--- src/rtl/cordic_quadrant_restore.sv ---
// cordic_quadrant_restore: pops the folded-input sign tags and maps each first-quadrant CORDIC angle back to the full circle.
// Optional QRESTORE_ERR_EN adds a sticky tag_err for lost tags and orphan results.
module cordic_quadrant_restore #(
  parameter int DATA_WIDTH = 16,
  parameter int TAG_DEPTH  = 4
) (
  input  logic                  clk,
  input  logic                  rst_n,
  input  logic                  tag_valid,
  input  logic                  tag_x_neg,
  input  logic                  tag_y_neg,
  output logic                  tag_ready,
  input  logic                  res_valid,
  input  logic [DATA_WIDTH-1:0] res_mag,
  input  logic [DATA_WIDTH-1:0] res_ang,
  output logic                  res_ready,
  output logic                  out_valid,
  output logic [DATA_WIDTH-1:0] out_mag,
  output logic [DATA_WIDTH-1:0] out_ang,
  input  logic                  out_ready
`ifdef QRESTORE_ERR_EN
  ,
  output logic                  tag_err
`endif
);
  localparam int AW = $clog2(TAG_DEPTH);
  localparam logic [DATA_WIDTH-1:0] PI = {1'b1, {(DATA_WIDTH-1){1'b0}}};
  logic [1:0] mem [TAG_DEPTH];
  logic [AW:0] wp, rp;
  logic full, empty, push, pop;
  logic [1:0] head;
  logic [DATA_WIDTH-1:0] ang;
  assign empty = wp == rp;
  assign full = (wp[AW] != rp[AW]) && (wp[AW-1:0] == rp[AW-1:0]);
  assign tag_ready = !full;
  assign res_ready = !empty && (!out_valid || out_ready);
  assign push = tag_valid && tag_ready;
  assign pop = res_valid && res_ready;
  assign head = mem[rp[AW-1:0]];
  // head = {x_neg, y_neg}
  assign ang = head[1] ? (head[0] ? res_ang - PI : PI - res_ang)
                       : (head[0] ? -res_ang : res_ang);
  always_ff @(posedge clk)
    if (push) mem[wp[AW-1:0]] <= {tag_x_neg, tag_y_neg};
  always_ff @(posedge clk or negedge rst_n)
    if (!rst_n) begin
      wp <= '0;
      rp <= '0;
      out_valid <= 1'b0;
      out_mag <= '0;
      out_ang <= '0;
    end else begin
      if (push) wp <= wp + 1'b1;
      if (pop) rp <= rp + 1'b1;
      if (pop) begin
        out_valid <= 1'b1;
        out_mag <= res_mag;
        out_ang <= ang;
      end else if (out_ready) out_valid <= 1'b0;
    end
`ifdef QRESTORE_ERR_EN
  localparam int CW = $clog2(TAG_DEPTH + 1);
  logic [CW-1:0] orphan;
  // orphan saturates at TAG_DEPTH; one more stalled cycle flags the error
  always_ff @(posedge clk or negedge rst_n)
    if (!rst_n) begin
      orphan <= '0;
      tag_err <= 1'b0;
    end else begin
      orphan <= (res_valid && empty) ? (orphan == CW'(TAG_DEPTH) ? orphan : orphan + 1'b1) : '0;
      if ((tag_valid && full) || (res_valid && empty && orphan == CW'(TAG_DEPTH))) tag_err <= 1'b1;
    end
`endif
endmodule

--- config.mk ---
export PLATFORM = sky130hd
export DESIGN_NAME = cordic_quadrant_restore
export DESIGN_NICKNAME = d
export VERILOG_FILES = /design/src/rtl/cordic_quadrant_restore.sv
export SDC_FILE = /design/constraint.sdc
export NUM_CORES = 1
export LEC_CHECK = 0
export CAP_MARGIN = 30
export CELL_PAD_IN_SITES_DETAIL_PLACEMENT = 1
export CELL_PAD_IN_SITES_GLOBAL_PLACEMENT = 2
export CORE_UTILIZATION = 27
export CTS_CLUSTER_SIZE = 14
export DETAILED_ROUTE_END_ITERATION = 16
export PLACE_DENSITY_LB_ADDON = 0.1
export SLEW_MARGIN = 0
export SYNTH_ARGS = -nofsm -noshare
export SYNTH_HDL_FRONTEND = slang
export SYNTH_SLANG_ARGS = --single-unit
--- constraint.sdc ---
create_clock -name clk -period 2 [get_ports clk]
set_input_delay 0.5 -clock clk [delete_from_list [all_inputs] [get_ports clk]]
set_output_delay 0.5 -clock clk [all_outputs]
set_load 0.05 [all_outputs]
Word-level counts from Yosys, hierarchy flattened
Memories as Yosys holds them, arrays and structs flattened.
Index checks and enable logic that the tools add are counted.
{"block": "word_totals", "n_memories": 1, "input_bits": 39, "output_inout_bits": 35, "mem_bits_rw": 8, "elab_cells": 30, "ff_bits": 39}
{"memory": "mem", "depth": 4, "word_bits": 2, "rd": 1, "rd_ports_with_merged_regs": 0, "write_ports": 1, "line_no": "28", "source": "logic [1:0] mem [TAG_DEPTH];"}
{"block": "op_classes", "mux": 7, "add_sub_neg": 5, "reduce_logical": 9, "n_eq_ne": 3}
{"cell": "two-way mux 16 bit", "count": 3}
{"cell": "negator 16 bit", "count": 1}
{"cell": "subtractor 16 bit, first input constant", "count": 1}
{"cell": "subtractor 16 bit, second input constant", "count": 1}
{"cell": "adder 3 x 1 -> 3 bit, second input constant", "count": 2}
{"cell": "logical AND 1 bit", "count": 4}
{"cell": "two-way mux 1 bit", "count": 4}
{"cell": "== test 3 bit", "count": 1}
{"cell": "zero test 1 bit", "count": 3}
{"cell": "== test 2 bit", "count": 1}
{"cell": "nonzero test 2 bit", "count": 1}
{"cell": "logical OR 1 bit", "count": 1}
{"cell": "!= test 1 bit", "count": 1}

Depth between registers and ports, before layout
Gate-level depths: netlist (run 1).
{"block": "logic_depth", "ltp_word": 6, "depth_mapped": 7, "depth_no_buf": 6}

Least setup slack after synthesis (run 1)
No wires, ideal clock.
{"block": "synth_path", "path_kind": "register to output", "from": "register out_valid", "to": "output port res_ready", "slack_ps": -82, "n_path_buf": 0, "required_ps": 1500, "stages_incl_launch_ff": 3, "arrival_ps": 1582, "path_cell_list": "dfrtp_1 nor2b_1 a31oi_1"}
{"block": "synth_between", "elab_chain_len": 3}
{"item": "start: declaration", "line_no": "17", "source": "output logic out_valid,"}
{"item": "start signal: assignment", "line_no": "49", "source": "out_valid <= 1'b0;"}
{"item": "start signal: assignment", "line_no": "56", "source": "out_valid <= 1'b1;"}
{"item": "start signal: assignment", "line_no": "59", "source": "end else if (out_ready) out_valid <= 1'b0;"}
{"item": "zero test 1 bit", "line_no": "36", "source": "assign res_ready = !empty && (!out_valid || out_ready);"}
{"item": "logical OR 1 bit", "line_no": "36"}
{"item": "logical AND 1 bit", "line_no": "36"}
{"item": "end: declaration", "line_no": "16", "source": "output logic res_ready,"}
Every way passes these cells.

Worst setup path in the final report (run 1)
{"block": "layout_path", "from": "register rp[0]", "to": "register out_ang[3]"}
{"block": "layout_between", "elab_chain_len": 4, "elab_cells_between_ends": 8, "cone_classes": "eq/ne: 1; mux: 3; reduce/logical: 3; memory: 1"}
{"item": "start: declaration", "line_no": "29", "source": "logic [AW:0] wp, rp;"}
{"item": "start signal: assignment", "line_no": "54", "source": "if (pop) rp <= rp + 1'b1;"}
{"item": "parallel branches: the longest is 4 deep, another holds memory (4 x 2 bit)"}
{"item": "end signal: assignment", "line_no": "58", "source": "out_ang <= ang;"}
{"item": "end: declaration", "line_no": "19", "source": "output logic [DATA_WIDTH-1:0] out_ang,"}
Parallel ways; which one is timed is not known.
A chain may end at the register's enable or synchronous reset.

==> impl_metrics.json, run 1 <==
{
  "outcome": "completed",
  "cts_root_buf": "clkbuf_8",
  "clock_path_buffers": 2,
  "clk_latency_ps": 310,
  "drt-initial-drc-count": 50,
  "p_switching_mw": 3.290,
  "antenna_left": 0,
  "synth_seq_area_share": 0.5513,
  "cp-end-kind": "flip-flop",
  "syn_inst": 221,
  "slew_headroom": 0.5886,
  "die-area_sq_um": 8535,
  "firstDrtPassIters": 4,
  "grt_pass1_vias": 2070,
  "cell_internal_pwr_mw": 3.722,
  "rsz0062_at_grt": "yes",
  "r2r-end": "out_ang[3]",
  "p_total_mw": 7.012,
  "via_per_inst": 4.467,
  "final_area_sq_um": 3611,
  "vdd_drop_max_mv": 1.001,
  "port_buffers": 73,
  "skew_ps": 10.51,
  "synth_area_per_cell_sq_um": 9.981,
  "grt_pass1_wl_mm": 9.984,
  "post_dp_cell_area_sq_um": 3256,
  "ys_ff_latch": 47,
  "wire_per_inst_um": 13.76,
  "ys.flop_type": "dfrtp_1",
  "grt_usage": 0.1492,
  "slew_viol_final": 0,
  "ys_async_sr_fraction": 0.8298,
  "clkPwrFrac": 0.109,
  "clkSinkCount": 47,
  "tns_ps": 0,
  "worst_slack_ps": 54.17,
  "combPwrFrac": 0.654,
  "hold_violations": 0,
  "initial_core_util": 0.2825,
  "setup-violations-final": 0,
  "arrival_ps": 2140,
  "drive_gt1_frac": 0.2779,
  "drc": 0,
  "cp.required_ps": 2200,
  "syn_area_sq_um": 2206,
  "syn_to_final_growth_pct": 63.70,
  "die_width_um": 92.39,
  "ctsHoldBuffers": 0,
  "min_period_over_period": 0.9729,
  "r2r_start": "rp[0]",
  "yosys_warnings": 0,
  "max_freq_mhz": 513.9,
  "cts-buffers-inserted": 5,
  "cap_violations": 0,
  "diodes": 0,
  "fp.dieH_um": 92.39,
  "fin_nets": 375,
  "std_cell_rows": 32,
  "grt_max_degree": 41,
  "worstMarginPinSlew_ps": 617.1,
  "swShare": 0.4692,
  "num_vias": 1934,
  "seqPwrFrac": 0.237,
  "p_leak_nw": 1.824,
  "regToRegSetupSlack_ps": 50,
  "synth_edf_count": 8,
  "cts_tree": "done",
  "utilization": 0.4625,
  "yosys-top-cells-count": "nand2_1 (74), dfrtp_1 (39), xnor2_1 (12)",
  "synth_cell_types": 34,
  "path_clk_slew_ps": 100,
  "r2r_cells": 7,
  "p_per_area_nw_per_um2": 1942,
  "yosysMostFrequentCell": "nand2_1",
  "yosys.area.top_type_share": 0.4424,
  "yosysTopAreaCell": "dfrtp_1",
  "hold_path.class": "in -> async",
  "synth_area_leaders": "dfrtp_1 (44%), nand2_1 (13%), edfxtp_1 (11%)",
  "dpl.hpwl_mm": 4.430,
  "path_class": "reg -> reg",
  "antenna_found_initial": 0,
  "io-pin-count": 74,
  "start_kind": "flip-flop",
  "routabilityCongestion": 0.7168,
  "fin_crit_ps": 1946,
  "synth_nets": 266,
  "place_ws_ps": -334.9,
  "wl_mm": 5.959,
  "htree_levels": 2,
  "overflow": 0,
  "core-area_sq_um": 7807,
  "crit_fanout": 4
}
-- critical path, stage by stage, from the launching register on --
cell     delay, ps
dfrtp_2        430
buf_6          120
mux4_2         550
xor2_2         210
buf_4          160
o31ai_2         60
xor2_1         220
o21ai_1         80
-- through the flow --
| step | instances | hold slack (ps) |
|---|---|---|
| after floorplan | 221 | 204.4 |
| after global placement | 417 | 456.1 |
| after detailed placement | 417 | 464.1 |
| after CTS | 431 | 222.6 |
| after global routing | 433 | 229.4 |
| final | 433 | 193.6 |
-- logic make-up (layout without fill, tap and decap cells) --
group                    after synthesis  count (layout)  share of synthesized area
AND/OR/NAND/NOR                       98              98                     0.1872
flip-flops                            47              47                     0.5513
AO/OA/AOI/OAI                         29              29                    0.08281
XOR/XNOR                              22              22                    0.08735
buffers and inverters                 16             126                    0.03176
adder cells (fa/ha/maj)                6               6                    0.03403
multiplexers                           3               3                    0.02552
-- power groups by stage --
stage | Sequential (mW) | Clock [mW] | Combinational, mW
floorplan | 2.80 | 0 | 1.64
global placement | 1.69 | 0 | 4.13
detailed placement | 1.70 | 0 | 4.17
CTS | 1.68 | 0.780 | 4.42
global route | 1.72 | 0.818 | 4.96
finish | 1.66 | 0.761 | 4.59
-- sequential cells by signal, summed over array words and instances (netlist names) --
register / cells
mem: 8
out_ang: 16
out_mag: 16
out_valid: 1
rp: 3
wp: 3
-- worst max path at each step --
stage                        to  slack [ps]  cells past startpoint   startpoint
floorplan                 wp[1]          60                      6        rp[0]
global placement    out_ang[14]        -300                      7   res_ang[5]
detailed placement  out_ang[14]        -330                      7   res_ang[4]
CTS                 out_ang[15]           8                      7  res_ang[11]
global route         out_ang[3]         -30                      7        rp[0]
finish               out_ang[3]          50                      7        rp[0]
-- per-layer routing --
metal,GRT usage,vias up,wire [um]
met3,0.02874,5,251
li1,-,950,-
met1,0.1951,935,2769
met4,0.03906,0,61
met2,0.2519,44,2877
met5,0,-,0
-- area by class of cell --
class | count | area (sq um)
Inverter | 7 | 26.28
Timing Repair Buffer | 111 | 1079
Sequential cell | 47 | 1219
Clock inverter | 2 | 38.79
Multi-Input combinational cell | 158 | 1039
Tap cell | 102 | 127.6
Fill cell | 903 | 4197
Clock buffer | 6 | 82.58
-- timing repair --
item | CTS | global route
pin swaps | 3 | 10
setup buffers | 6 | 2
setup endpoints to repair | 3 | 30
resized for setup | 9 | 39
-- layout by cell type (no fill, tap or decap), types with 3 or more instances in the layout --
cell type / netlist / routed
dfrtp_1: 39 / 37
and3_1: 4 / 4
edfxtp_1: 8 / 8
clkdlybuf4s50_1: 0 / 37
nor2_1: 5 / 5
xnor2_2: 0 / 3
clkbuf_8: 0 / 6
o21ai_0: 9 / 5
dlymetal6s2s_1: 0 / 18
ha_1: 6 / 6
buf_12: 0 / 4
o31ai_2: 1 / 4
o21ai_1: 7 / 10
buf_4: 0 / 48
xor2_1: 10 / 8
inv_1: 6 / 6
nand2_1: 74 / 72
xnor2_1: 12 / 9
Power figures use the tool's default switching activity.
==> run 2, diff against run 1 <==
--- a/config.mk
+++ b/config.mk
@@ -11,7 +11,9 @@
 export CORE_UTILIZATION = 27
 export CTS_CLUSTER_SIZE = 14
 export DETAILED_ROUTE_END_ITERATION = 16
+export GPL_TIMING_DRIVEN = 0
 export PLACE_DENSITY_LB_ADDON = 0.1
+export SETUP_SLACK_MARGIN = 0.5
 export SLEW_MARGIN = 0
 export SYNTH_ARGS = -nofsm -noshare
 export SYNTH_HDL_FRONTEND = slang
==> impl_metrics.json, run 2 (synthesized netlist as in run 1, its figures left out) <==
{
  "cap_violations": 0,
  "holdWs_ps": 56.54,
  "fin_nets": 375,
  "failed_checks": "setup timing",
  "cp.required_ps": 1500,
  "fillers": 863,
  "routabilityCongestion": 0.6763,
  "drt-initial-drc-count": 28,
  "fin_crit_ps": 2045,
  "clk_latency_ps": 310,
  "die-area_sq_um": 8535,
  "slew_headroom": 0.7016,
  "firstDrtPassIters": 4,
  "hold_path.class": "in -> async",
  "skew_ps": 13.41,
  "io-pin-count": 74,
  "worst_slack_ps": -45.11,
  "cts_root_buf": "clkbuf_8",
  "cp-end-kind": "output pin",
  "worstMarginPinSlew_ps": 447.6,
  "min_period_over_period": 1.023,
  "path_class": "reg -> out",
  "grt_pass1_wl_mm": 10.84,
  "utilization": 0.4796,
  "start_kind": "flip-flop",
  "setup-violations-final": 6,
  "vdd_drop_max_mv": 1.375,
  "syn_to_final_growth_pct": 69.77,
  "hold_violations": 0,
  "max_freq_mhz": 489.0,
  "initial_core_util": 0.2825,
  "tns_ps": -137.7,
  "arrival_ps": 1550,
  "fp.dieH_um": 92.39,
  "final_area_sq_um": 3745,
  "wl_mm": 6.624,
  "via_per_inst": 4.492,
  "layout_common_cells": "nand2_1 (51), dfrtp_1 (34), clkdlybuf4s50_1 (28), nand2_2 (22), buf_2 (20)",
  "crit_fanout": 2,
  "antenna_found_initial": 0,
  "htree_levels": 2,
  "overflow": 0,
  "place_ws_ps": -513.4,
  "drc": 0,
  "outcome": "complete, but fails checks",
  "grt_usage": 0.1667,
  "p_leak_nw": 1.727,
  "layout.cells.most_common": "nand2_1",
  "drive_gt1_frac": 0.4260,
  "num_vias": 1945,
  "dpl.hpwl_mm": 4.290,
  "grt_pass1_vias": 2132,
  "core-area_sq_um": 7807,
  "clkSinkCount": 47,
  "wire_per_inst_um": 15.30,
  "p_per_area_nw_per_um2": 2059,
  "post_dp_cell_area_sq_um": 3268,
  "path_clk_slew_ps": 80,
  "antenna_left": 0,
  "cts_tree": "done",
  "rsz0062_at_grt": "yes",
  "slew_viol_final": 0,
  "cts-buffers-inserted": 5,
  "grt_max_degree": 32,
  "port_buffers": 73,
  "diodes": 0,
  "ctsHoldBuffers": 0,
  "clock_path_buffers": 2,
  "std_cell_rows": 32,
  "die_width_um": 92.39
}
## run 2: worst paths after layout
path / from / to / slack [ps] / depth (start not counted)
max in group asynchronous: rst_n / rp[0] / 1480 / 2
hold / removal: rst_n / out_ang[1] / 60 / 1
setup / recovery: wp[0] / tag_ready / -50 / 5
min in group clk: out_mag[9] / out_mag[9] / 480 / 2
setup reg to reg: rp[0] / out_ang[3] / -40 / 7
hold reg to reg: out_mag[9] / out_mag[9] / 480 / 2
## run 2: area by class of cell
| cell class | count | area (sq um) | share of cell area |
|---|---|---|---|
| clock buffers | 7 | 86.33 | 0.02305 |
| plain buffers | 9 | 152.6 | 0.04076 |
| repair buffers | 102 | 895.9 | 0.2392 |
| multi-input cells | 158 | 1212 | 0.3238 |
| inverters | 7 | 38.79 | 0.01036 |
| flip-flops and latches | 47 | 1222 | 0.3264 |
| clock inverters | 1 | 8.758 | 0.002339 |
| well taps | 102 | 127.6 | 0.03408 |
## run 2: power by group
group	switching, mW	internal, mW
registers	0.293	1.43
logic	3.03	2.34
clock network	0.337	0.284
## run 2: worst max-delay path, stage by stage, from the launching register on
cell and delay (ps):
dfrtp_2 450, xnor2_4 180, nand2_1 80, or2_4 240, clkbuf_16 150, buf_12 140
## run 2: layer usage
layer / part of all wire / global-route usage / vias up
met5: 0 / 0 / -
met1: 0.45 / 0.2199 / 934
met4: 0.013 / 0.04688 / 0
met3: 0.048 / 0.03530 / 6
li1: - / - / 958
met2: 0.49 / 0.2753 / 47
## run 2: stage by stage
stage | std cells | power [mW]
floorplan | 221 | 4.772
global placement | 396 | 5.998
detailed placement | 397 | 6.033
CTS | 430 | 7.407
global route | 433 | 8.236
finish | 433 | 7.710
## run 2: timing repair
item | CTS | global route
pin swaps | 14 | 11
buffers inserted | 21 | 3
gates cloned | 4 | 0
endpoints found under the setup margin | 82 | 63
resized for setup | 243 | 35
